$ cat config.mk
export PLATFORM = sky130hd
export DESIGN_NAME = pipe_stage_reg
export DESIGN_NICKNAME = d
export VERILOG_FILES = /design/src/rtl/pipe_pkg.sv /design/src/rtl/pipe_skid_buf.sv /design/src/rtl/pipe_stage_reg.sv
export SDC_FILE = /design/constraint.sdc
export NUM_CORES = 1
export LEC_CHECK = 0
export CAP_MARGIN = 20
export CORE_MARGIN = 2
export CORE_UTILIZATION = 41
export CTS_CLUSTER_SIZE = 25
export DETAILED_ROUTE_END_ITERATION = 10
export HOLD_SLACK_MARGIN = 0.08
export PLACE_DENSITY = 0.84
export SYNTH_ARGS = -nofsm -noshare
export SYNTH_HDL_FRONTEND = slang
export SYNTH_SLANG_ARGS = --single-unit
$ cat constraint.sdc
create_clock -name CLK -period 2.2 [get_ports CLK]
set_input_delay 0.44 -clock CLK [delete_from_list [all_inputs] [get_ports CLK]]
set_output_delay 0.44 -clock CLK [all_outputs]
set_load 0.005 [all_outputs]
$ cat src/rtl/pipe_pkg.sv
// rtl/pipe_pkg.sv - shared pipeline stage types, state encoding and payload structs
package pipe_pkg;

  typedef enum logic [1:0] {
    PS_EMPTY = 2'd0,
    PS_ONE   = 2'd1,
    PS_TWO   = 2'd2
  } pipe_state_t;

  // Replicated to the payload width; an all-zero payload decodes as a NOP.
  localparam bit PIPE_NOP = 1'b0;

  typedef struct packed {
    logic [31:0] pc;
    logic [31:0] instr;
  } if_id_t;

  typedef struct packed {
    logic [31:0] pc;
    logic [31:0] rs1_val;
    logic [31:0] rs2_val;
    logic [31:0] imm;
    logic [4:0]  rd;
    logic [3:0]  alu_op;
    logic        mem_rd;
    logic        mem_wr;
    logic        reg_wr;
  } id_ex_t;

  typedef struct packed {
    logic [31:0] alu_res;
    logic [31:0] store_val;
    logic [4:0]  rd;
    logic        mem_rd;
    logic        mem_wr;
    logic        reg_wr;
  } ex_mem_t;

  typedef struct packed {
    logic [31:0] wb_val;
    logic [4:0]  rd;
    logic        reg_wr;
  } mem_wb_t;

  function automatic logic [1:0] state_occ(input pipe_state_t s);
    case (s)
      PS_ONE:  state_occ = 2'd1;
      PS_TWO:  state_occ = 2'd2;
      default: state_occ = 2'd0;
    endcase
  endfunction

endpackage

$ cat src/rtl/pipe_skid_buf.sv
// rtl/pipe_skid_buf.sv - two-entry skid buffer; in_ready comes straight from the state flop
module pipe_skid_buf
  import pipe_pkg::*;
#(
  parameter int WIDTH    = 32,
  parameter int CLR_DATA = 1
) (
  input  logic             CLK,
  input  logic             nRST,
  input  logic             flush,
  input  logic             in_valid,
  output logic             in_ready,
  input  logic [WIDTH-1:0] in_data,
  output logic             out_valid,
  input  logic             out_ready,
  output logic [WIDTH-1:0] out_data,
  output logic [1:0]       occ
);

  pipe_state_t      state_q, state_d;
  logic [WIDTH-1:0] main_q, main_d;
  logic [WIDTH-1:0] skid_q, skid_d;
  logic             in_fire, out_fire;

  assign in_ready  = (state_q != PS_TWO);
  assign out_valid = (state_q != PS_EMPTY);
  assign out_data  = main_q;
  assign occ       = state_occ(state_q);
  assign in_fire   = in_valid && in_ready;
  assign out_fire  = out_valid && out_ready;

  always_ff @(posedge CLK) begin
    if (!nRST) begin
      state_q <= PS_EMPTY;
      if (CLR_DATA != 0) begin
        main_q <= {WIDTH{PIPE_NOP}};
        skid_q <= {WIDTH{PIPE_NOP}};
      end
    end else begin
      state_q <= state_d;
      main_q  <= main_d;
      skid_q  <= skid_d;
    end
  end

  // A flush still lets the current output transfer complete; only the state is dropped.
  always_comb begin
    state_d = state_q;
    main_d  = main_q;
    skid_d  = skid_q;
    if (flush) begin
      state_d = PS_EMPTY;
      if (CLR_DATA != 0) begin
        main_d = {WIDTH{PIPE_NOP}};
        skid_d = {WIDTH{PIPE_NOP}};
      end
    end else begin
      case (state_q)
        PS_EMPTY: begin
          if (in_fire) begin
            main_d  = in_data;
            state_d = PS_ONE;
          end
        end
        PS_ONE: begin
          if (in_fire && out_fire) begin
            main_d = in_data;
          end else if (in_fire) begin
            skid_d  = in_data;
            state_d = PS_TWO;
          end else if (out_fire) begin
            state_d = PS_EMPTY;
          end
        end
        PS_TWO: begin
          if (out_fire) begin
            main_d  = skid_q;
            state_d = PS_ONE;
          end
        end
        default: state_d = PS_EMPTY;
      endcase
    end
  end

endmodule

$ cat src/rtl/pipe_stage_reg.sv
// rtl/pipe_stage_reg.sv - elastic pipeline stage register, single-entry or two-entry skid
module pipe_stage_reg
  import pipe_pkg::*;
#(
  parameter int WIDTH    = 32,
  parameter int SKID     = 0,
  parameter int CLR_DATA = 1
) (
  input  logic             CLK,
  input  logic             nRST,
  input  logic             flush,
  input  logic             in_valid,
  output logic             in_ready,
  input  logic [WIDTH-1:0] in_data,
  output logic             out_valid,
  input  logic             out_ready,
  output logic [WIDTH-1:0] out_data,
  output logic [1:0]       occ
);

  if (SKID != 0) begin : g_skid
    pipe_skid_buf #(
      .WIDTH    (WIDTH),
      .CLR_DATA (CLR_DATA)
    ) u_skid_buf (
      .CLK       (CLK),
      .nRST      (nRST),
      .flush     (flush),
      .in_valid  (in_valid),
      .in_ready  (in_ready),
      .in_data   (in_data),
      .out_valid (out_valid),
      .out_ready (out_ready),
      .out_data  (out_data),
      .occ       (occ)
    );
  end else begin : g_single
    logic             full_q;
    logic [WIDTH-1:0] data_q;

    // Combinational ready lets a full stage refill in the same cycle it drains.
    assign in_ready  = !full_q || out_ready;
    assign out_valid = full_q;
    assign out_data  = data_q;
    assign occ       = {1'b0, full_q};

    always_ff @(posedge CLK) begin
      if (!nRST || flush) begin
        full_q <= 1'b0;
        if (CLR_DATA != 0) begin
          data_q <= {WIDTH{PIPE_NOP}};
        end
      end else if (in_valid && in_ready) begin
        full_q <= 1'b1;
        data_q <= in_data;
      end else if (out_ready) begin
        full_q <= 1'b0;
      end
    end
  end

endmodule
# Word level (Yosys, flattened, before mapping)
# Cells that the tools add are included.
# Widths: inputs -> output; s select.
word_totals:
  ff_bits: 33
  latch_bits: 0
  mem_bits_rw: 0
  rom_bits: 0
  inputBits: 37
  output_inout_bits: 36
  elab_cells: 10
  n_memories: 0
classes:
  add_sub_neg: 0
  mul: 0
  div: 0
  n_lt_le_gt_ge: 0
  n_eq_ne: 0
  shift: 0
  muxes: 2
  bitwise_logic: 0
  n_reduce_logical: 6
ops:
  columns: ["cell", "n"]
  rows:
  - ["$logic_not 1->1", 2]
  - ["$logic_or 1x1->1", 2]
  - ["$mux 1", 2]
  - ["$reduce_bool 2->1", 1]
  - ["$logic_and 1x1->1", 1]

# Depth between registers and ports, before layout
depth:
  word_depth: 4
  depth_mapped: 5
  ltp_nobuf: 3

# Worst setup path after synthesis
# Ideal clock, no wire load.
synth_path:
  kind: "input to output"
  startpoint: "in out_ready"
  endpoint: "out in_ready"
  arrival_time_ps: 831
  required_time_ps: 1760
  slack_ps: 929
  stages: 3
  n_path_buf: 2
  cell_sequence: "nand2b_4 -> buf_6 -> buf_2"
synth_via:
  elab_chain_cells: 1
synth_lines:
  columns: ["item", "line_no", "text"]
  rows:
  - ["start: declaration", "pipe_stage_reg.sv:16", "input logic out_ready,"]
  - ["$logic_or 1x1->1", "pipe_stage_reg.sv:42", "assign in_ready = !full_q || out_ready;"]
  - ["end: declaration", "pipe_stage_reg.sv:13", "output logic in_ready,"]
# No other way between the ends.

# Worst setup path after layout
# Same ends and word-level chain as after synthesis.

==> qor.txt <==
Final HPWL DP = 2130 um
Pre-CTS setup slack = 0.128 ns
Port bufs = 71
WHS Endpoint = out_data[3]
Syn avg cell area = 8.60 um2
Post-synth top area cell = dfxtp_1
RR Startpoint = out_valid
Routed Antenna Nets = 0
Syn_nets = 192
Critical path data required time = 1.76 ns
#FFs+latches synth = 33
Slowest-stage cell, CP = clkdlybuf4s50_1
Synth Cell Area = 0.00133 mm2
Final setup viols = 0
WP data arrival = 1.51 ns
Worst Reg-to-Reg Cells = 4
Unique masters post-synth = 17
Total CTS buffers = 5
CP max stage delay = 0.49 ns
Horiz. Die Dim = 61.0 um
N_diodes = 0
Initial DRT Pass Iterations = 4
Root Buffer = clkbuf_4
Post-synthesis sequential area ratio = 0.496
Die height = 61.0 um
Min Tclk post-route = 1.95 ns
Tcrit/Tclk final = 0.885
Skew final = 0.00713 ns
Top cell type's share of synthesized area = 0.496
Via density = 4.99
Final max-slew violation count = 0
Startpoint of the worst hold path = out_data[3]
Internal power = 0.915 mW
Number of global-route vias before repair = 1149
P_leak = 0.712 nW
Sequential power share = 0.525
Net Sw Power = 0.282 mW
Hold Path Stages = 2
RSZ-0062 raised after global routing = false
Worst setup margin = 0.252 ns
Gate power share = 0.154
Die footprint = 0.00372 mm2
Critical path peak fanout = 2
Drt initial violations = 35
Routed wire length = 3210 um
Initial antenna violation count = 0
Final Net Count = 253
MaxCap Viol Count = 0
# rows = 20
Worst Setup Path Type = primary input to primary output
Worst skew pair latency = 0.33 ns
Fillers = 271
Layout cells sized above 1 = 0.0829
Largest net degree at the start of global routing = 66
Postcts setup bufs = 0
FF-to-FF setup slack = 0.71 ns
CTS clk-pin slew, worst paths = 0.09 ns
F_max = 513 MHz
Cts hold-fix bufs = 0
Reg2reg end = out_data[26]
Initial Utilization = 0.433
Vias = 1302
Hold Path Class = flip-flop to flip-flop
Commonest cells after routing, fill and taps aside = clkdlybuf4s50_1, dfxtp_1, nand2_1, nand4_1, o21ai_1
Crit start category = primary input
PwrDens = 576 mW/mm2
Synth warnings = 0
CTS tree = built
Area contributors post-synth = dfxtp_1, nand4_1, o21ai_1
Cell mode on critical path = clkdlybuf4s50_1
Fin. Hold Viols = 0
Post-synthesis cell count = 155
Global-route wire length before repair = 4970 um
Critical-path cell list = clkdlybuf4s50_1 > nand2b_4 > clkdlybuf4s50_1
CTS resizes = 0
DRC = 0
Total Neg Setup Slack = 0 ns
Outcome = finished clean
Core ar. = 0.00308 mm2
IO Pins = 73
Placer Congestion = 0.664
Commonest non-fill, non-tap cell in the layout = clkdlybuf4s50_1
VDD IR max = 351 uV
Gr ovfl total = 0
Overall routing resource usage = 0.183
Power share of the clock group = 0.322
Area Overhead vs Synth = 56.0%
Clock buffer depth = 2
H-tree depth = 2
Switching Share = 0.236
CTS Sinks = 33
Worst setup EP type = primary output
WL/cell = 12.3 um
## power by group through the flow
stage               sequential, mW  combinational (mW)  clock [mW]
floorplan                    0.644              0.0740           0
global placement             0.641               0.183           0
detailed placement           0.642               0.184           0
CTS                          0.628               0.185       0.400
global route                 0.631               0.198       0.423
finish                       0.628               0.184       0.385
## synthesized netlist by cell type, drive strengths merged
master,count
conb,1
buf,18
nand2b,1
and2,1
nand2,32
clkbuf,2
o21ai,32
dfxtp,33
inv,1
nor2b,1
a21boi,1
nand4,32
## per-layer routing
layer,share of wire,global-route usage,vias to the layer above
met5,0,0,-
met4,0.014,0.0745,0
met3,0.11,0.0966,6
met2,0.45,0.296,57
met1,0.42,0.201,575
li1,-,-,664
## worst max-delay path: cells and delay by family
family,cells,cell delay (ns)
buffers and inverters,2,0.95
and+or+nand+nor,1,0.12
## worst max path at each step
stage | start | to | slack, ns | depth (start not counted)
2_1_floorplan | out_ready | in_ready | 0.93 | 3
3_3_place_gp | out_ready | out_data[25] | 0.17 | 5
3_5_place_dp | out_ready | out_data[26] | 0.13 | 5
4_1_cts | out_ready | in_ready | 0.24 | 3
5_1_grt | out_ready | in_ready | 0.23 | 3
6_report | out_ready | in_ready | 0.25 | 3
## through the flow
stage,area (um2),cells,total power [mW],hold slack (ns),utilization
2_1_floorplan,1330,155,0.718,0.445,-
3_3_place_gp,2010,253,0.824,0.435,0.652
3_5_place_dp,2010,253,0.826,0.442,0.652
4_1_cts,2080,261,1.21,0.456,0.675
5_1_grt,2080,261,1.25,0.477,0.675
6_report,2080,261,1.20,0.452,0.675
## state kept, by name, indices dropped and copies added (netlist names)
signal	count
out_data	32
out_valid	1
## kinds of logic (layout without fill, tap and decap cells)
group                  count (synthesis)  after routing  share of synthesized area
buffers and inverters                 21             83                      0.100
and+or+nand+nor                       67             67                      0.264
DFF                                   33             33                      0.496
other                                  1              1                    0.00281
AOI/OAI and AO/OA                     33             33                      0.137
## final cells by class
type | count | area [um2] | share of cell area
flip-flops and latches | 33 | 661 | 0.318
clock buffers | 7 | 65.1 | 0.0313
multi-input cells | 101 | 543 | 0.261
clock inverters | 1 | 5.00 | 0.00241
well taps | 44 | 55.1 | 0.0265
inverters | 1 | 3.75 | 0.00181
repair buffers | 74 | 746 | 0.359
Note: power is estimated with default switching activity, not from simulation.
